$ cat src/rtl/note_env_pkg.sv
// Shared types and constants for the note gain envelope.
package note_env_pkg;

   typedef enum logic [1:0] {
      IDLE    = 2'd0,
      ATTACK  = 2'd1,
      SUSTAIN = 2'd2,
      RELEASE = 2'd3
   } env_state_t;

   localparam int unsigned SAMPLE_W_DEF     = 10;
   localparam int unsigned GAIN_W_DEF       = 8;
   localparam int unsigned OUT_W_DEF        = 32;
   localparam int unsigned NOTE_W           = 4;
   localparam int unsigned ATTACK_STEP_DEF  = 8;
   localparam int unsigned RELEASE_STEP_DEF = 4;

   localparam logic [NOTE_W-1:0] NOTE_SILENT = 4'd0;
   localparam logic [7:0]        GAIN_MAX    = 8'd255;

endpackage

$ cat src/rtl/env_gain_mult.sv
// Combinational signed sample times unsigned gain, left-justified to OUT_W.
module env_gain_mult #(
   parameter int unsigned SAMPLE_W = 10,
   parameter int unsigned GAIN_W   = 8,
   parameter int unsigned OUT_W    = 32
) (
   input  logic [SAMPLE_W-1:0] sample,
   input  logic [GAIN_W-1:0]   gain,
   output logic [OUT_W-1:0]    out_sample_c
);

   localparam int unsigned PROD_W = SAMPLE_W + GAIN_W;

   logic signed [PROD_W-1:0] sample_ext;
   logic signed [PROD_W-1:0] gain_ext;
   logic signed [PROD_W-1:0] prod;

   // Gain is zero-extended so it always multiplies as a positive value.
   assign sample_ext   = PROD_W'($signed(sample));
   assign gain_ext     = $signed(PROD_W'(gain));
   assign prod         = sample_ext * gain_ext;
   assign out_sample_c = {prod, {(OUT_W-PROD_W){1'b0}}};

endmodule

$ cat src/rtl/note_envelope.sv
// Attack/sustain/release gain envelope between note selector and audio controller.
// Optional debug outputs dbg_state/dbg_gain when NOTE_ENVELOPE_DEBUG_EN is defined.
module note_envelope
   import note_env_pkg::*;
#(
   parameter int unsigned SAMPLE_W     = SAMPLE_W_DEF,
   parameter int unsigned GAIN_W       = GAIN_W_DEF,
   parameter int unsigned ATTACK_STEP  = ATTACK_STEP_DEF,
   parameter int unsigned RELEASE_STEP = RELEASE_STEP_DEF,
   parameter int unsigned OUT_W        = OUT_W_DEF
) (
   input  logic                clock,
   input  logic                resetn,
   input  logic                in_valid,
   input  logic [SAMPLE_W-1:0] in_sample,
   input  logic [NOTE_W-1:0]   note_id,
   input  logic                out_ready,
   output logic                out_valid,
   output logic [OUT_W-1:0]    out_sample
`ifdef NOTE_ENVELOPE_DEBUG_EN
   ,
   output logic [1:0]          dbg_state,
   output logic [GAIN_W-1:0]   dbg_gain
`endif
);

   localparam logic [GAIN_W-1:0] GAIN_FULL = GAIN_W'(GAIN_MAX);

   env_state_t          state, state_nxt;
   logic [GAIN_W-1:0]   gain, gain_nxt;
   logic [NOTE_W-1:0]   cur_note, note_nxt;
   logic                accept;
   logic [GAIN_W:0]     att_sum;
   logic [GAIN_W-1:0]   att_gain;
   logic [GAIN_W-1:0]   rel_gain;
   logic [OUT_W-1:0]    mult_c;

   assign accept = in_valid & out_ready;

   env_gain_mult #(
      .SAMPLE_W (SAMPLE_W),
      .GAIN_W   (GAIN_W),
      .OUT_W    (OUT_W)
   ) u_mult (
      .sample       (in_sample),
      .gain         (gain),
      .out_sample_c (mult_c)
   );

   always_ff @(posedge clock or negedge resetn) begin
      if (!resetn) state <= IDLE;
      else         state <= state_nxt;
   end

   // Next state plus saturating gain; transition checks win over saturation.
   always_comb begin
      state_nxt = state;
      gain_nxt  = gain;
      note_nxt  = cur_note;
      att_sum   = (GAIN_W+1)'(gain) + (GAIN_W+1)'(ATTACK_STEP);
      att_gain  = (att_sum >= (GAIN_W+1)'(GAIN_FULL)) ? GAIN_FULL : att_sum[GAIN_W-1:0];
      rel_gain  = (gain >= GAIN_W'(RELEASE_STEP)) ? (gain - GAIN_W'(RELEASE_STEP)) : '0;
      if (accept) begin
         case (state)
            IDLE: begin
               // The note-on sample counts as the first attack step.
               if (note_id != NOTE_SILENT) begin
                  note_nxt  = note_id;
                  gain_nxt  = att_gain;
                  state_nxt = (att_gain == GAIN_FULL) ? SUSTAIN : ATTACK;
               end
            end
            ATTACK: begin
               if (note_id == NOTE_SILENT || note_id != cur_note) begin
                  state_nxt = RELEASE;
               end else begin
                  gain_nxt = att_gain;
                  if (att_gain == GAIN_FULL) state_nxt = SUSTAIN;
               end
            end
            SUSTAIN: begin
               if (note_id == NOTE_SILENT || note_id != cur_note) state_nxt = RELEASE;
            end
            RELEASE: begin
               if (note_id == cur_note && note_id != NOTE_SILENT) begin
                  state_nxt = ATTACK;
               end else begin
                  gain_nxt = rel_gain;
                  if (rel_gain == '0) begin
                     if (note_id != NOTE_SILENT) begin
                        note_nxt  = note_id;
                        state_nxt = ATTACK;
                     end else begin
                        state_nxt = IDLE;
                     end
                  end
               end
            end
         endcase
      end
   end

   // Datapath registers; the product uses the gain before this sample's update.
   always_ff @(posedge clock or negedge resetn) begin
      if (!resetn) begin
         gain       <= '0;
         cur_note   <= NOTE_SILENT;
         out_valid  <= 1'b0;
         out_sample <= '0;
      end else begin
         gain      <= gain_nxt;
         cur_note  <= note_nxt;
         out_valid <= accept;
         if (accept) out_sample <= mult_c;
      end
   end

`ifdef NOTE_ENVELOPE_DEBUG_EN
   assign dbg_state = state;
   assign dbg_gain  = gain;
`endif

endmodule

$ cat config.mk
export PLATFORM = sky130hd
export DESIGN_NAME = note_envelope
export DESIGN_NICKNAME = d
export VERILOG_FILES = /design/src/rtl/note_env_pkg.sv /design/src/rtl/env_gain_mult.sv /design/src/rtl/note_envelope.sv
export SDC_FILE = /design/constraint.sdc
export NUM_CORES = 1
export LEC_CHECK = 0
export ABC_AREA = 1
export CORE_MARGIN = 1.5
export CORE_UTILIZATION = 60
export DETAILED_ROUTE_END_ITERATION = 12
export MAX_ROUTING_LAYER = met4
export PLACE_DENSITY = 0.9
export SLEW_MARGIN = 20
export SYNTH_ARGS = -nofsm -noshare
export SYNTH_HDL_FRONTEND = slang
export SYNTH_HIERARCHICAL = 1
export SYNTH_SLANG_ARGS = --single-unit
$ cat constraint.sdc
create_clock -name clock -period 4.6 [get_ports clock]
set_input_delay 0.92 -clock clock [delete_from_list [all_inputs] [get_ports clock]]
set_output_delay 0.92 -clock clock [all_outputs]
set_load 0.05 [all_outputs]
# After elaboration in Yosys (flattened, before gate mapping)
# Index checks and enable logic that the tools add are counted.
# totals
regBits	33
output_inout_bits	33
inputBits	18
# classes
reduce_logical	11
order_cmp	2
n_addsub	2
mul	1
eq_ne	13
bitwise	1
muxes	19
# ops
op	count
two-way mux 8 bit	5
case mux 8 bit (3 select lines)	1
multiplier 10 x 9 -> 18 bit	1
two-way mux 2 bit	7
two-way mux 4 bit	3
inequality test 2 bit, second input constant	5
AND reduction 5 bit	2
adder 8 x 4 -> 9 bit, second input constant	1
greater-or-equal comparator 9 x 8 -> 1 bit, second input constant	1
equality test 8 bit, second input constant	1
greater-or-equal comparator 8 x 3 -> 1 bit, second input constant	1
logical NOT 8 bit	1
case mux 2 bit (4 select lines)	1
case mux 4 bit (2 select lines)	1
subtractor 8 x 3 -> 8 bit, second input constant	1
inequality test 3 bit, second input constant	2
equality test 2 bit, second input constant	2
equality test 4 bit	1
logical NOT 4 bit	1
inequality test 4 bit	1
AND reduction 4 bit	1
nonzero test 4 bit	1
nonzero test 3 bit	1
equality test 2 x 1 -> 1 bit, second input constant	1
other kinds (6)	6

# Longest topological paths before layout
# depth
ltp_word	7
ltp_mapped	24
ltp_nobuf	23

# Cells and area by module
# Netlist, hierarchy kept.
# modules_own_cells
module	instances	area_per_inst_um2	seq_area_each_um2	cells_per_inst
env_gain_mult	1	3412.0	0.0	495
note_envelope	1	2476.1	1176.1	321

# Worst setup path before layout
# Ideal clock, no wire load.
# synth_timing
path_type	input port to flip-flop
from	input in_sample[9]
to	register out_sample[27]
slack_ns	-0.135
setup_ns	0.118
path_stages	20
required_ns	4.482
arrival_ns	4.618
n_path_buf	1
path_cell_list	clkbuf_1 -> nand2_1 -> inv_1 -> fa_1 -> inv_1 -> fa_1 -> inv_1 -> fa_1 -> inv_1 -> fa_1 -> inv_1 -> ha_1 -> nand2_2 -> inv_1 -> nand2_1 -> nand2_1 -> nand3b_1 -> xor2_1 -> nand2_1 -> nand2_1
# synth_between
elab_chain_len	1
# synth_lines
element	line	text
start, declared	note_envelope.sv:15	input logic [SAMPLE_W-1:0] in_sample,
multiplier 10 x 9 -> 18 bit	env_gain_mult.sv:21	assign prod = sample_ext * gain_ext;
net mult_c[27]	note_envelope.sv:36	logic [OUT_W-1:0] mult_c;
end signal, assigned	note_envelope.sv:114	if (accept) out_sample <= mult_c;
end, declared	note_envelope.sv:19	output logic [OUT_W-1:0] out_sample
# The timed path passes the listed nets, and every way through them passes these cells.
# A chain may end at the register's enable or synchronous reset.

# Final worst setup path
# layout_timing
from	input in_sample[4]
to	register out_sample[25]
# Same word-level chain as after synthesis.

==> load_flow_metrics.sql <==
INSERT INTO impl_metrics (metric_group, metric, value, unit) VALUES
('place', 'gp_routability_congestion', '0.935', ''),
('final_layout', 'design.final.nets', '1019', ''),
('critical_path', 'timing.critical_path.from_type', 'input port', ''),
('floorplanning', 'floorplan.die.width', '102', 'um'),
('floorplanning', 'boundaryPins', '51', ''),
('global_route', 'largest_net_degree_at_the_start_of_global_routing', '48', ''),
('synth', 'synth-async-reset-ratio', '1.00', ''),
('timing', 'post-route-min-period', '4.53', 'ns'),
('route', 'routed_wl', '15500', 'um'),
('synth', 'post-synth-top-area-fraction', '0.218', ''),
('clock_tree', 'numClockSinks', '47', ''),
('final_layout', 'layout-drive-gt1-share', '0.138', ''),
('final_layout', 'nFillCells', '635', ''),
('global_route', 'first_global_vias', '5522', ''),
('place', 'placed_cells', '1013', ''),
('timing', 'fin_worst_hold_slack', '0.491', 'ns'),
('timing', 'worst-slew-pin-transition', '0.601', 'ns'),
('place', 'pre_cts_ws', '-0.674', 'ns'),
('timing', 'clock-skew-final', '0.00824', 'ns'),
('critical_path', 'timing_worst_setup_path_type', 'in -> reg', ''),
('clock_tree', 'clock_tree.htree_level_count', '2', ''),
('timing', 'setup_viol', '0', ''),
('route', 'first_pass_iters', '5', ''),
('synth', 'postSynthCellCount', '816', ''),
('clock_tree', 'ctsRootBufferMaster', 'sky130_fd_sc_hd__clkbuf_8', ''),
('final_layout', 'insertedDiodeCount', '0', ''),
('clock_tree', 'postCtsHoldBufs', '0', ''),
('final_layout', 'final-instance-count-excl-fill', '1022', ''),
('synth', 'synth_largest_area_cell', 'sky130_fd_sc_hd__fa_1', ''),
('route', 'initialDrtViolationCount', '386', ''),
('synth', 'leading_post_synthesis_cells_by_cell_area', 'sky130_fd_sc_hd__fa_1 (22%), sky130_fd_sc_hd__dfrtp_1 (20%), sky130_fd_sc_hd__nand2_1 (18%)', ''),
('route', 'remaining_drc_errors', '0', ''),
('synth', 'synthDistinctLibCells', '36', ''),
('route', 'wire_per_inst', '15.2', 'um'),
('synth', 'yosys_register_bits', '47', ''),
('clock_tree', 'clk_path_buf_depth', '2', ''),
('place', 'place.detailed.hpwl', '10800', 'um'),
('place', 'place.port_buffers', '50', ''),
('clock_tree', 'clkSlewWorstSetupHoldPaths', '0.10', 'ns'),
('route', 'vias', '5410', ''),
('clock_tree', 'clock_insertion_delay_worst_skew', '0.31', 'ns'),
('synth', 'yosysSeqAreaShare', '0.200', ''),
('timing', 'finalCritPeriodShare', '0.984', ''),
('timing', 'fin_ws', '0.0724', 'ns'),
('global_route', 'global_route.overflow_total', '0', ''),
('timing', 'final_hold_viol_count', '0', ''),
('flow_run', 'maxCapViolations', '0', ''),
('synth', 'synthFlopType', 'sky130_fd_sc_hd__dfrtp_1', ''),
('timing', 'fmax', '0.221', 'GHz'),
('synth', 'area_of_the_mapped_netlist', '5890', 'sq um'),
('global_route', 'grt_antenna_before_repair', '0', ''),
('critical_path', 'critical_path_arrival', '4.73', 'ns'),
('synth', 'most_repeated_cell_in_the_gate_level_netlist_after_synthesis', 'sky130_fd_sc_hd__nand2_1', ''),
('clock_tree', 'tritoncts', 'yes', ''),
('synth', 'synth.top_cells.by_count', 'sky130_fd_sc_hd__nand2_1 (286), sky130_fd_sc_hd__inv_1 (179), sky130_fd_sc_hd__fa_1 (64)', ''),
('final_layout', 'synthToLayoutAreaGrowth', '19.1', '%'),
('critical_path', 'timing.critical_path.required', '4.81', 'ns'),
('timing', 'remaining_max_slew_budget_at_the_tightest_pin', '0.600', ''),
('synth', 'synthesis.area_per_instance', '7.22', 'sq um'),
('run_status', 'outcome', 'finished clean', ''),
('route', 'final_antenna_net_count', '0', ''),
('floorplanning', 'placement_rows', '35', ''),
('critical_path', 'worstSetupEndpointType', 'flop', ''),
('timing', 'maxSlewViolCount', '0', ''),
('synth', 'ys_warn_count', '6', ''),
('synth', 'synth_enable_flop_cells', '0', ''),
('critical_path', 'crit_fanout', '4', ''),
('clock_tree', 'numCtsBuffers', '5', ''),
('floorplanning', 'core', '9370', 'sq um'),
('global_route', 'global_route.usage.total', '0.312', ''),
('floorplanning', 'die_y', '102', 'um'),
('route', 'per_cell_via_count_in_the_routed_design', '5.29', ''),
('floorplanning', 'start_util', '0.628', ''),
('floorplanning', 'die-area', '10400', 'sq um'),
('timing', 'setup_total_negative_slack', '0', 'ns'),
('worst_hold_path', 'worstHoldPathType', 'reg -> reg', ''),
('global_route', 'grt_pass1_wl', '24900', 'um');
==> kinds of logic after synthesis <==
kind of cell | Yosys count | synth area share
xor+xnor | 10 | 0.0149
compound gates | 46 | 0.0459
flops | 47 | 0.200
fa+ha+maj | 109 | 0.313
simple gates | 379 | 0.271
buf+inv | 224 | 0.154
other cells | 1 | 0.000637
==> what timing repair did <==
action,in CTS,in global routing
endpoints found under the setup margin,11,10
buffers inserted,0,1
resized for setup,19,43
pin swaps,2,24
hold endpoints to repair,0,0
==> through the flow <==
stage	instance area, sq um	utilization
3_3_place_gp	6750	0.720
3_5_place_dp	6750	0.720
6_report	7010	0.748
2_1_floorplan	5970	-
4_1_cts	6910	0.737
5_1_grt	7010	0.748
==> worst paths after layout <==
| path | from | end | slack, ns | cells after the start |
|---|---|---|---|---|
| max | in_sample[4] | out_sample[25]$_DFFE_PN0P_ | 0.07 | 21 |
| min | out_sample[5]$_DFFE_PN0P_ | out_sample[5]$_DFFE_PN0P_ | 0.49 | 2 |
| max reg2reg | gain[5]$_DFFE_PN0P_ | out_sample[25]$_DFFE_PN0P_ | 0.29 | 20 |
| min reg2reg | out_sample[5]$_DFFE_PN0P_ | out_sample[5]$_DFFE_PN0P_ | 0.49 | 2 |
| max in group asynchronous | resetn | out_sample[27]$_DFFE_PN0P_ | 3.49 | 2 |
| min in group asynchronous | resetn | gain[5]$_DFFE_PN0P_ | 0.68 | 2 |
==> cell type report <==
class,instances,area (sq um),area share
Sequential cell,47,1180,0.168
Tap cell,129,161,0.0230
Inverter,183,689,0.0983
Multi-Input combinational cell,558,4050,0.578
Clock inverter,3,27.5,0.00393
Clock buffer,5,68.8,0.00981
Timing Repair Buffer,97,838,0.120
==> critical path, cell delays in order <==
cell and delay, ns:
sky130_fd_sc_hd__dlygate4sd2_1 0.26, sky130_fd_sc_hd__buf_4 0.16, sky130_fd_sc_hd__nand2_1 0.07, sky130_fd_sc_hd__fa_1 0.53
sky130_fd_sc_hd__inv_1 0.06, sky130_fd_sc_hd__fa_1 0.49, sky130_fd_sc_hd__ha_1 0.33, sky130_fd_sc_hd__inv_1 0.07
sky130_fd_sc_hd__fa_1 0.55, sky130_fd_sc_hd__inv_1 0.07, sky130_fd_sc_hd__ha_4 0.26, sky130_fd_sc_hd__nand2_1 0.14
sky130_fd_sc_hd__nand2_2 0.08, sky130_fd_sc_hd__nand2_2 0.11, sky130_fd_sc_hd__nand2_4 0.09, sky130_fd_sc_hd__o21ai_4 0.16
sky130_fd_sc_hd__nand2_1 0.09, sky130_fd_sc_hd__nand2_1 0.06, sky130_fd_sc_hd__nand2_1 0.06, sky130_fd_sc_hd__nand2_1 0.08
sky130_fd_sc_hd__nand2_1 0.06
==> registers in the layout, summed over array words and instances (netlist names) <==
| name | cells |
|---|---|
| state | 2 |
| out_sample | 32 |
| gain | 8 |
| cur_note | 4 |
| out_valid | 1 |
==> metal layers <==
layer  routed length, um  track usage
met2                7710        0.535
met4                 797        0.105
met1                6060        0.375
met3                 932       0.0520
met5                   0            -
==> cells in the final DEF (no fill, tap or decap), types with 14 or more instances in the layout <==
cell	n
sky130_fd_sc_hd__nor2_1	25
sky130_fd_sc_hd__fa_1	60
sky130_fd_sc_hd__ha_1	37
sky130_fd_sc_hd__inv_1	174
sky130_fd_sc_hd__nand3_1	28
sky130_fd_sc_hd__clkdlybuf4s50_1	39
sky130_fd_sc_hd__nand2_1	280
sky130_fd_sc_hd__conb_1	14
sky130_fd_sc_hd__buf_4	46
sky130_fd_sc_hd__dfrtp_1	47
Power is left out: the tool's default activity adds up to more than one toggle a clock period on the data nets, which glitch-free logic cannot reach.
